**src/rtl/ibex_vector_load_unit.sv**
```systemverilog
// ibex_vector_load_unit
// Fetches 1, 2 or 4 consecutive 32b words from data memory for a unit-stride
// vector load into a 128b staging buffer, then issues a single VRF write beat.
//
// Ports
//   clk_i, rst_ni        clock, asynchronous active-low reset
//   vld_start_i          start pulse, only sampled while idle
//   vld_base_addr_i      byte address of element 0 (must be word aligned)
//   vld_vd_i             destination register (group base)
//   vlmul_i              000=1, 001=2, 010=4 registers, others reserved
//   vld_busy_o           high whenever not idle
//   vld_done_o           1-cycle pulse when the load commits
//   vld_err_o            1-cycle pulse when the load is rejected or aborted
//   data_req_o/addr_o    memory request, held until data_gnt_i
//   data_gnt_i           request accepted
//   data_rvalid_i/rdata_i/err_i  memory response
//   v_wdata_o            staged data, slot s = bits [32s+31:32s]
//   v_waddr_o            captured vd
//   v_we_o, v_load_en_o  VRF write strobe (suppressed for v0)
//   v_wnum_o             thermometer word count 0001/0011/1111
//   vld_fault_addr_o     (IBEX_VLD_FAULT_ADDR_EN only) address of the last error
//
// Optional feature macro: IBEX_VLD_FAULT_ADDR_EN
module ibex_vector_load_unit #(
  parameter int unsigned VLEN     = 32,
  parameter int unsigned NUM_SLOT = 4
) (
  input  logic                     clk_i,
  input  logic                     rst_ni,
  input  logic                     vld_start_i,
  input  logic [31:0]              vld_base_addr_i,
  input  logic [4:0]               vld_vd_i,
  input  logic [2:0]               vlmul_i,
  output logic                     vld_busy_o,
  output logic                     vld_done_o,
  output logic                     vld_err_o,
  output logic                     data_req_o,
  output logic [31:0]              data_addr_o,
  input  logic                     data_gnt_i,
  input  logic                     data_rvalid_i,
  input  logic [VLEN-1:0]          data_rdata_i,
  input  logic                     data_err_i,
  output logic [NUM_SLOT*VLEN-1:0] v_wdata_o,
  output logic [4:0]               v_waddr_o,
  output logic                     v_we_o,
  output logic [3:0]               v_wnum_o,
`ifdef IBEX_VLD_FAULT_ADDR_EN
  output logic [31:0]              vld_fault_addr_o,
`endif
  output logic                     v_load_en_o
);

  typedef enum logic [1:0] {
    IDLE  = 2'd0,
    REQ   = 2'd1,
    WAIT  = 2'd2,
    WRITE = 2'd3
  } state_e;

  state_e                     state_q, state_d;
  logic [31:0]                base_q;
  logic [4:0]                 vd_q;
  logic [1:0]                 k_q;          // index of the word being fetched
  logic [1:0]                 last_k_q;     // N-1
  logic [1:0]                 slot_base_q;  // B
  logic [3:0]                 wnum_q;
  logic [NUM_SLOT*VLEN-1:0]   buf_q;
  logic                       err_q;

  // Command decode for the start request
  logic                       cmd_ok;
  logic [1:0]                 dec_last_k;
  logic [1:0]                 dec_slot_base;
  logic [3:0]                 dec_wnum;
  logic                       lmul_ok;

  always_comb begin
    lmul_ok       = 1'b1;
    dec_last_k    = 2'd0;
    dec_slot_base = 2'd0;
    dec_wnum      = 4'b0000;
    case (vlmul_i)
      3'b000: begin
        dec_last_k    = 2'd0;
        dec_slot_base = vld_vd_i[1:0];
        dec_wnum      = 4'b0001;
      end
      3'b001: begin
        dec_last_k    = 2'd1;
        dec_slot_base = {vld_vd_i[1], 1'b0};
        dec_wnum      = 4'b0011;
      end
      3'b010: begin
        dec_last_k    = 2'd3;
        dec_slot_base = 2'd0;
        dec_wnum      = 4'b1111;
      end
      default: lmul_ok = 1'b0;
    endcase
    cmd_ok = lmul_ok && (vld_base_addr_i[1:0] == 2'b00);
  end

  logic [31:0] cur_addr;
  logic [1:0]  wr_slot;
  assign cur_addr = base_q + {28'd0, k_q, 2'b00};
  assign wr_slot  = slot_base_q + k_q;

  // Next-state logic
  always_comb begin
    state_d = state_q;
    case (state_q)
      IDLE:  if (vld_start_i && cmd_ok) state_d = REQ;
      REQ:   if (data_gnt_i) state_d = WAIT;
      WAIT: begin
        if (data_rvalid_i) begin
          if (data_err_i)             state_d = IDLE;
          else if (k_q == last_k_q)   state_d = WRITE;
          else                        state_d = REQ;
        end
      end
      WRITE: state_d = IDLE;
      default: state_d = IDLE;
    endcase
  end

  always_ff @(posedge clk_i or negedge rst_ni) begin
    if (!rst_ni) state_q <= IDLE;
    else         state_q <= state_d;
  end

  // Datapath registers
  always_ff @(posedge clk_i or negedge rst_ni) begin
    if (!rst_ni) begin
      base_q      <= '0;
      vd_q        <= '0;
      k_q         <= '0;
      last_k_q    <= '0;
      slot_base_q <= '0;
      wnum_q      <= '0;
      buf_q       <= '0;
      err_q       <= 1'b0;
    end else begin
      err_q <= 1'b0;
      case (state_q)
        IDLE: begin
          if (vld_start_i) begin
            if (!cmd_ok) begin
              err_q <= 1'b1;
            end else begin
              base_q      <= vld_base_addr_i;
              vd_q        <= vld_vd_i;
              k_q         <= '0;
              last_k_q    <= dec_last_k;
              slot_base_q <= dec_slot_base;
              wnum_q      <= dec_wnum;
              buf_q       <= '0;
            end
          end
        end
        WAIT: begin
          if (data_rvalid_i) begin
            if (data_err_i) begin
              err_q <= 1'b1;
            end else begin
              for (int unsigned s = 0; s < NUM_SLOT; s++) begin
                if (wr_slot == 2'(s)) buf_q[s*VLEN +: VLEN] <= data_rdata_i;
              end
              k_q <= k_q + 2'd1;
            end
          end
        end
        default: ;
      endcase
    end
  end

`ifdef IBEX_VLD_FAULT_ADDR_EN
  logic [31:0] fault_addr_q;
  always_ff @(posedge clk_i or negedge rst_ni) begin
    if (!rst_ni) begin
      fault_addr_q <= '0;
    end else if (state_q == IDLE && vld_start_i && !cmd_ok) begin
      fault_addr_q <= vld_base_addr_i;
    end else if (state_q == WAIT && data_rvalid_i && data_err_i) begin
      fault_addr_q <= cur_addr;
    end
  end
  assign vld_fault_addr_o = fault_addr_q;
`endif

  assign vld_busy_o  = (state_q != IDLE);
  assign vld_done_o  = (state_q == WRITE);
  assign vld_err_o   = err_q;
  assign data_req_o  = (state_q == REQ);
  assign data_addr_o = (state_q == REQ) ? cur_addr : '0;
  assign v_we_o      = (state_q == WRITE) && (vd_q != 5'd0);
  assign v_load_en_o = v_we_o;
  assign v_wdata_o   = buf_q;
  assign v_waddr_o   = vd_q;
  assign v_wnum_o    = wnum_q;

`ifndef SYNTHESIS
  // A response outside WAIT is a bus protocol violation; it is dropped.
  rvalid_in_wait: assert property (@(posedge clk_i) disable iff (!rst_ni)
    data_rvalid_i |-> (state_q == WAIT))
    else $warning("vld: rvalid received outside WAIT, dropped");
`endif

endmodule

```
**config.mk**
```make
export PLATFORM = sky130hd
export DESIGN_NAME = ibex_vector_load_unit
export DESIGN_NICKNAME = d
export VERILOG_FILES = /design/src/rtl/ibex_vector_load_unit.sv
export SDC_FILE = /design/constraint.sdc
export NUM_CORES = 1
export LEC_CHECK = 0
export ABC_AREA = 1
export CAP_MARGIN = 10
export CORE_MARGIN = 8
export CORE_UTILIZATION = 45
export CTS_CLUSTER_DIAMETER = 50
export DETAILED_ROUTE_END_ITERATION = 10
export PLACE_DENSITY = 0.81
export SKIP_LAST_GASP = 1
export SLEW_MARGIN = 20
export SYNTH_ARGS = -nofsm -noshare
export SYNTH_HDL_FRONTEND = slang
export SYNTH_SLANG_ARGS = --single-unit
```
**constraint.sdc**
```tcl
create_clock -name clk_i -period 2.3 [get_ports clk_i]
set_input_delay 0.23 -clock clk_i [delete_from_list [all_inputs] [get_ports clk_i]]
set_output_delay 0.23 -clock clk_i [all_outputs]
set_load 0.05 [all_outputs]
```
# Word-level counts from Yosys, hierarchy flattened
# Cells that the tools add are included.
[word_totals]
regBits = 178
elab_cells = 82
[op_classes]
n_addsub = 3
n_eq_ne = 19
mux = 30
n_reduce_logical = 18
[op_table]
columns = ["op", "n"]
rows = [
  ["$mux 128", 4],
  ["$pmux 128 s2", 1],
  ["$mux 32", 5],
  ["$add 32x4->32", 1],
  ["$reduce_and 6->1", 4],
  ["$mux 2", 9],
  ["$ne 2x2->1 const B", 9],
  ["$pmux 2 s2", 3],
  ["$pmux 4 s3", 1],
  ["$eq 2x2->1 const B", 4],
  ["$pmux 2 s4", 1],
  ["$logic_not 2->1", 3],
  ["$reduce_and 3->1", 2],
  ["$mux 1", 5],
  ["$reduce_and 5->1", 1],
  ["$reduce_bool 5->1", 1],
  ["$eq 2x1->1 const B", 2],
  ["$reduce_bool 2->1", 2],
  ["$eq 3x1->1 const B", 1],
  ["$eq 3x2->1 const B", 1],
  ["$logic_and 1x1->1", 3],
  ["$logic_not 3->1", 1],
  ["$reduce_or 3->1", 1],
  ["$add 2x1->2 const B", 1],
  ["other kinds (4)", 4],
]

# Logic depth before layout (Yosys ltp)
# Gate-level depths: netlist of the first run.
[depth]
ltp_word = 7
mapped_depth = 11

# Least setup slack after synthesis of the first run
# No wires, ideal clock.
[synth_timing]
path_type = "register -> output"
from = "register k_q[0]"
to = "output data_addr_o[10]"
t_arrival_ns = 2.461
path_slack_ns = -0.391
stages_incl_launch_ff = 6
path_cell_list = "dfrtp_1 > ha_1 > fa_1 > nand2_1 > nor2_1 > a211oi_1"
[synth_via]
elab_chain_cells = 2
[synth_rtl]
columns = ["element", "line_no", "text"]
rows = [
  ["start, declared", "63", "logic [1:0] k_q;"],
  ["start signal, assigned", "168", "k_q <= k_q + 2'd1;"],
  ["$add 32x4->32", "105", "assign cur_addr = base_q + {28'd0, k_q, 2'b00};"],
  ["$mux 32", "195", "assign data_addr_o = (state_q == REQ) ? cur_addr : '0;"],
  ["end, declared", "38", "output logic [31:0] data_addr_o,"],
]
# No other way between the ends.

# Worst setup path in the final report of the first run
[layout_timing]
from = "register base_q[2]"
to = "output data_addr_o[8]"
[layout_via]
elab_chain_cells = 2
[layout_rtl]
columns = ["element", "line_no", "text"]
rows = [
  ["start, declared", "61", "logic [31:0] base_q;"],
  ["start signal, assigned", "150", "base_q <= vld_base_addr_i;"],
  ["$add 32x4->32", "105", ""],
  ["$mux 32", "195", ""],
]
# No other way between the ends.

==> reports/qor.yml, run 1 <==
cp.arrival_ns: 2.29
cts_sinks: 175
endpoint_kind: "output port"
post-place-ws_ns: 0.152
gp_congestion: 0.945
outcome: "finished with violations"
grt_use_met2: 0.398
setup_ws_ns: -0.217
start_kind: "flop"
num_antenna_cells: 0
r2r-end: "v_wdata_o[76]"
layout-drive-gt1-share: 0.129
dr.pass1.iters: 5
drc_errors: 0
p_switching_mw: 9.51
violations: "negative setup slack"
rsz0062_at_grt: "true"
totalWireLength_mm: 28.5
rr_worst_depth: 12
worst-path-max-fanout: 4
p_int_mw: 9.47
clock_power_share: 0.148
met1_usage: 0.316
rows: 49
grt_busiest_layer: "met2"
p_total_mw: 19.0
grt_max_degree: 66
ys_ff_latch: 175
fin_util: 0.692
io_pins: 253
cts-root-buf: "clkbuf_16"
layout_common_cells: "nand2_1 (440), clkdlybuf4s50_1 (216), dfrtp_1 (173)"
core_area_mm2: 0.0180
crit_required_ns: 2.07
reg2reg_from: "k_q[0]"
dpl.cell_count: 1558
clk_pin_slew_worst_paths_ns: 0.07
maxCapViolations: 0
p_seq_frac: 0.276
start_util: 0.459
die_y_um: 152
die_w_um: 152
grt_first_pass_wirelength_mm: 44.9
power-per-cell-area_mw_per_mm2: 1520
regToRegSetupSlack_ns: 0.38
swShare: 0.501
dr_total_vias: 8315
avgSynthCellArea_um2: 7.56
syn_nets: 1177
synthCells: 1095
finalNetCount: 1444
hold_path.class: "input pin to asynchronous set/reset pin"
drt-vias-per-instance: 5.19
ctsLongestPathBuffers: 2
grt_pass1_vias: 8270
layout.cells.non_filler: 1603
ant_nets: 0
port_buffers: 252
power_leakage_nw: 6.20
grt-ovfl-total: 0
syn_area_mm2: 0.00828
worst_slew_pin_slew_ns: 0.674
grtUsageTotal: 0.250
fmax_ghz: 0.397
final_hold_viol_count: 0
antenna_found_initial: 0
fin_crit_sh: 1.09
dieArea_mm2: 0.0230
min_period_ns: 2.52
crit_type: "flop to output port"
yosysSeqAreaShare: 0.529
dp_hpwl_mm: 20.5
cts_tree: "yes"
max-vdd-ir-drop_mv: 0.983
combPwrFrac: 0.575
setup_viol: 25
drt_iter0_drc: 714
wire_per_inst_um: 17.8
relSlewSlack: 0.550
htree_levels: 4
clk_latency_ns: 0.43
ys_types: 29
use_met3: 0.0561
slew_viol_final: 0
layout_commonest_cell: "nand2_1"
cts_buffers: 17
synth_warnings: 0
fin_skew_ns: 0.0135
synthToLayoutAreaGrowth_pct: 50.7
## logic make-up after synthesis
group	after synthesis	synth area share
buf+inv	137	0.0706
compound gates	45	0.0287
simple gates	728	0.358
fa+ha+maj	4	0.00695
flops	175	0.529
xor+xnor	6	0.00635
## flip-flops by register name, indices dropped and copies added (netlist names)
name and count:
base_q 32, vld_err_o 1, v_wdata_o 128, v_wnum_o 2, state_q 2, k_q 2
slot_base_q 2, last_k_q 1, v_waddr_o 5
## power groups by stage
stage / Sequential [mW] / Clock [mW] / Combinational (mW)
floorplan: 8.32 / 0 / 3.25
global placement: 5.19 / 0 / 10.5
detailed placement: 5.23 / 0 / 10.7
CTS: 5.20 / 2.85 / 10.9
global route: 5.40 / 2.99 / 11.5
finish: 5.24 / 2.82 / 10.9
## area by class of cell
cell class	instances	area, um2
clock inverter	10	105
fill	1409	5550
tap	229	287
timing repair buffer	301	3350
inverter	84	319
multi-input combinational	783	3570
clock buffer	21	470
sequential	175	4380
## layer usage
metal / wire length (um) / up-vias / share of wire
met5: 0 / - / 0
met4: 1090 / 0 / 0.038
met3: 2510 / 68 / 0.088
met2: 13500 / 416 / 0.48
met1: 11400 / 3873 / 0.40
li1: - / 3958 / -
## worst max-delay path, stage by stage (launching register included)
cell and delay (ns):
dfrtp_1 0.42, ha_4 0.18, fa_2 0.37, nand2_4 0.11, buf_4 0.11, inv_2 0.05, buf_4 0.15, a211oi_4 0.29
buf_12 0.18
## through the flow
stage / TNS (ns) / instance area, um2 / hold WS, ns
4_1_cts: -1.57 / 12400 / 0.321
3_5_place_dp: 0 / 11500 / 0.207
3_3_place_gp: 0 / 11500 / 0.209
2_1_floorplan: -0.207 / 8330 / -0.0656
6_report: -2.57 / 12500 / 0.308
5_1_grt: -4.99 / 12500 / 0.335
## cell usage after synthesis
cell type,instances,share of area
a211oi_1,2,0.0018
a21oi_1,8,0.0048
a31oi_1,1,0.00076
and3_1,1,0.00076
buf_1,2,0.00091
buf_2,20,0.012
buf_4,10,0.0091
buf_6,1,0.0014
clkbuf_1,20,0.0091
clkinv_1,1,0.00045
dfrtp_1,175,0.53
fa_1,1,0.0024
ha_1,3,0.0045
inv_1,81,0.037
inv_2,2,0.00091
nand2_1,449,0.20
nand3_1,151,0.091
nand4_1,3,0.0023
nand4_2,1,0.0015
nor2_1,115,0.052
nor2_4,2,0.0027
nor3_1,3,0.0018
nor3b_1,1,0.00091
o21ai_0,31,0.019
o22ai_1,2,0.0015
o41ai_1,1,0.0011
or2_2,2,0.0015
xnor2_1,5,0.0053
xor2_1,1,0.0011
## how the worst max path moves through the flow
stage	from	end	slack, ns	cells after the start
floorplan	state_q[0]	data_addr_o[12]	-0.17	5
global placement	base_q[2]	data_addr_o[12]	0.19	9
detailed placement	base_q[2]	data_addr_o[28]	0.15	11
CTS	k_q[0]	data_addr_o[12]	-0.14	9
global route	base_q[2]	data_addr_o[26]	-0.30	10
finish	base_q[2]	data_addr_o[8]	-0.22	8
## what timing repair did
action	CTS	global route
pin swaps	13	12
resized for setup	48	25
hold buffers	1	0
setup buffers	8	6
endpoints found under the setup margin	25	28
endpoints found under the hold margin	49	0
cloned	0	0
Note: power is estimated with default switching activity, not from simulation.
==> run 2, diff against run 1 <==
--- a/config.mk
+++ b/config.mk
@@ -7,11 +7,13 @@
 export LEC_CHECK = 0
 export ABC_AREA = 1
 export CAP_MARGIN = 10
+export CELL_PAD_IN_SITES_DETAIL_PLACEMENT = 0
+export CELL_PAD_IN_SITES_GLOBAL_PLACEMENT = 1
 export CORE_MARGIN = 8
-export CORE_UTILIZATION = 45
+export CORE_UTILIZATION = 34
 export CTS_CLUSTER_DIAMETER = 50
 export DETAILED_ROUTE_END_ITERATION = 10
-export PLACE_DENSITY = 0.81
+export PLACE_DENSITY = 0.85
 export SKIP_LAST_GASP = 1
 export SLEW_MARGIN = 20
 export SYNTH_ARGS = -nofsm -noshare
==> constraint.sdc (replaced) <==
create_clock -name clk_i -period 2.3 [get_ports clk_i]
set_input_delay 0.46 -clock clk_i [delete_from_list [all_inputs] [get_ports clk_i]]
set_output_delay 0.46 -clock clk_i [all_outputs]
set_load 0.05 [all_outputs]
==> run 2 against run 1 <==
Compared with the run above: the run still ends with negative setup slack left; first-iteration DRC count fell by 7.7%; routed wire length grew 5.4%; die area is 29% higher; core utilization down 16 points; final cell count rose by 6.6%; critical endpoint unchanged.
==> reports/qor.yml, run 2 (synthesized netlist as in run 1, its figures left out) <==
outcome: "finished with violations"
violations: "negative setup slack"
rr_worst_depth: 10
placed_area_mm2: 0.0119
drc_errors: 0
fin_skew_ns: 0.0108
cts-root-buf: "clkbuf_16"
grt_max_degree: 51
rows: 57
setup_viol: 29
wire_per_inst_um: 17.6
fin_crit_sh: 1.15
dr.pass1.iters: 5
grt-ovfl-total: 0
endpoint_kind: "output port"
layout_commonest_cell: "nand2_1"
antenna_found_initial: 1
maxCapViolations: 0
power_leakage_nw: 6.28
start_util: 0.343
worst-path-max-fanout: 4
worst_slew_pin_slew_ns: 0.610
io_pins: 253
hold-worst-slack_ns: 0.468
grt_pass1_vias: 8120
crit_required_ns: 1.84
htree_levels: 4
synthToLayoutAreaGrowth_pct: 55.7
totalWireLength_mm: 30.0
clk_latency_ns: 0.43
dieArea_mm2: 0.0296
cts_sinks: 175
die_w_um: 172
rsz0062_at_grt: "true"
hold_path.class: "flop to flop"
die_y_um: 172
drt-vias-per-instance: 4.74
layout-drive-gt1-share: 0.152
clk_pin_slew_worst_paths_ns: 0.07
dr_total_vias: 8094
layout_common_cells: "nand2_1 (433), clkdlybuf4s50_1 (214), dfrtp_1 (171)"
slew_viol_final: 0
drt_iter0_drc: 659
crit_type: "flop to output port"
grtUsageTotal: 0.202
post-place-ws_ns: -0.0356
cts_buffers: 17
final_hold_viol_count: 0
largest_register_ffs: 128
core_area_mm2: 0.0241
dp_hpwl_mm: 21.8
cp.arrival_ns: 2.19
min_path_cells: 2
gp_congestion: 0.915
layout.cells.non_filler: 1708
ctsLongestPathBuffers: 2
start_kind: "flop"
cts_tree: "yes"
relSlewSlack: 0.592
min_period_ns: 2.65
finalNetCount: 1452
dpl.cell_count: 1666
grt_first_pass_wirelength_mm: 46.5
setup_ws_ns: -0.355
fmax_ghz: 0.377
max-vdd-ir-drop_mv: 0.706
power-per-cell-area_mw_per_mm2: 1500
final_area_mm2: 0.0129
port_buffers: 252
ant_nets: 0
[run 2: cell count changes in the layout (fill, tap and decap cells not counted), sizes merged, moves of 2 or more]
cell	before	now
buf	81	92
clkbuf	22	18
clkdlybuf4s50	216	214
clkinv	6	9
clkinvlp	3	1
dlygate4sd2	0	2
dlymetal6s2s	2	0
inv	84	88
[run 2: metrics by stage]
stage / setup TNS, ns / util / power [mW]
after detailed placement: -0.0676 / 0.495 / 16.2
after global routing: -10.18 / 0.535 / 20.3
after CTS: -7.96 / 0.527 / 19.3
after floorplan: -0.254 / - / 11.7
final: -7.08 / 0.535 / 19.3
after global placement: -0.00372 / 0.495 / 16.2
[run 2: path summary, 6_finish.rpt]
path                                  endpoint  slack (ns)     startpoint
worst max-delay path            data_addr_o[8]       -0.35      base_q[3]
worst min-delay path             v_wdata_o[60]        0.47  v_wdata_o[60]
worst max register to register  v_wdata_o[105]        0.44         k_q[0]
worst min register to register   v_wdata_o[60]        0.47  v_wdata_o[60]
max in group asynchronous       v_wdata_o[119]        0.98         rst_ni
min in group asynchronous        v_wdata_o[45]        0.54         rst_ni
[run 2: critical path: stages, from the launching register on]
cell and delay [ns]:
dfrtp_1 0.43, buf_6 0.14, fa_2 0.40, nand2_4 0.10
inv_1 0.08, buf_4 0.16, a211oi_4 0.29, buf_12 0.18
[run 2: repair_timing]
action / CTS / global route
pin swaps: 16 / 27
endpoints found under the setup margin: 33 / 31
hold buffers: 1 / 0
setup buffers: 5 / 5
endpoints found under the hold margin: 45 / 0
resized for setup: 40 / 43
[run 2: final cells by class]
class                           instances  area, um2
Antenna cell                            1       2.50
Clock buffer                           18        429
Clock inverter                         14        171
Fill cell                            2319      11200
Inverter                               84        320
Multi-Input combinational cell        783       3730
Sequential cell                       175       4380
Tap cell                              324        405
Timing Repair Buffer                  309       3450
[run 2: per-layer routing]
metal | share of wire | wire length [um] | global-route usage
met5 | 0 | 0 | 0
met1 | 0.42 | 12500 | 0.247
met3 | 0.086 | 2580 | 0.0523
met2 | 0.48 | 14400 | 0.342
met4 | 0.018 | 550 | 0.0663
[run 2: report_power, final]
group	switching [mW]	internal, mW
Sequential	0.986	4.30
Combinational	7.45	3.70
Clock	1.43	1.47
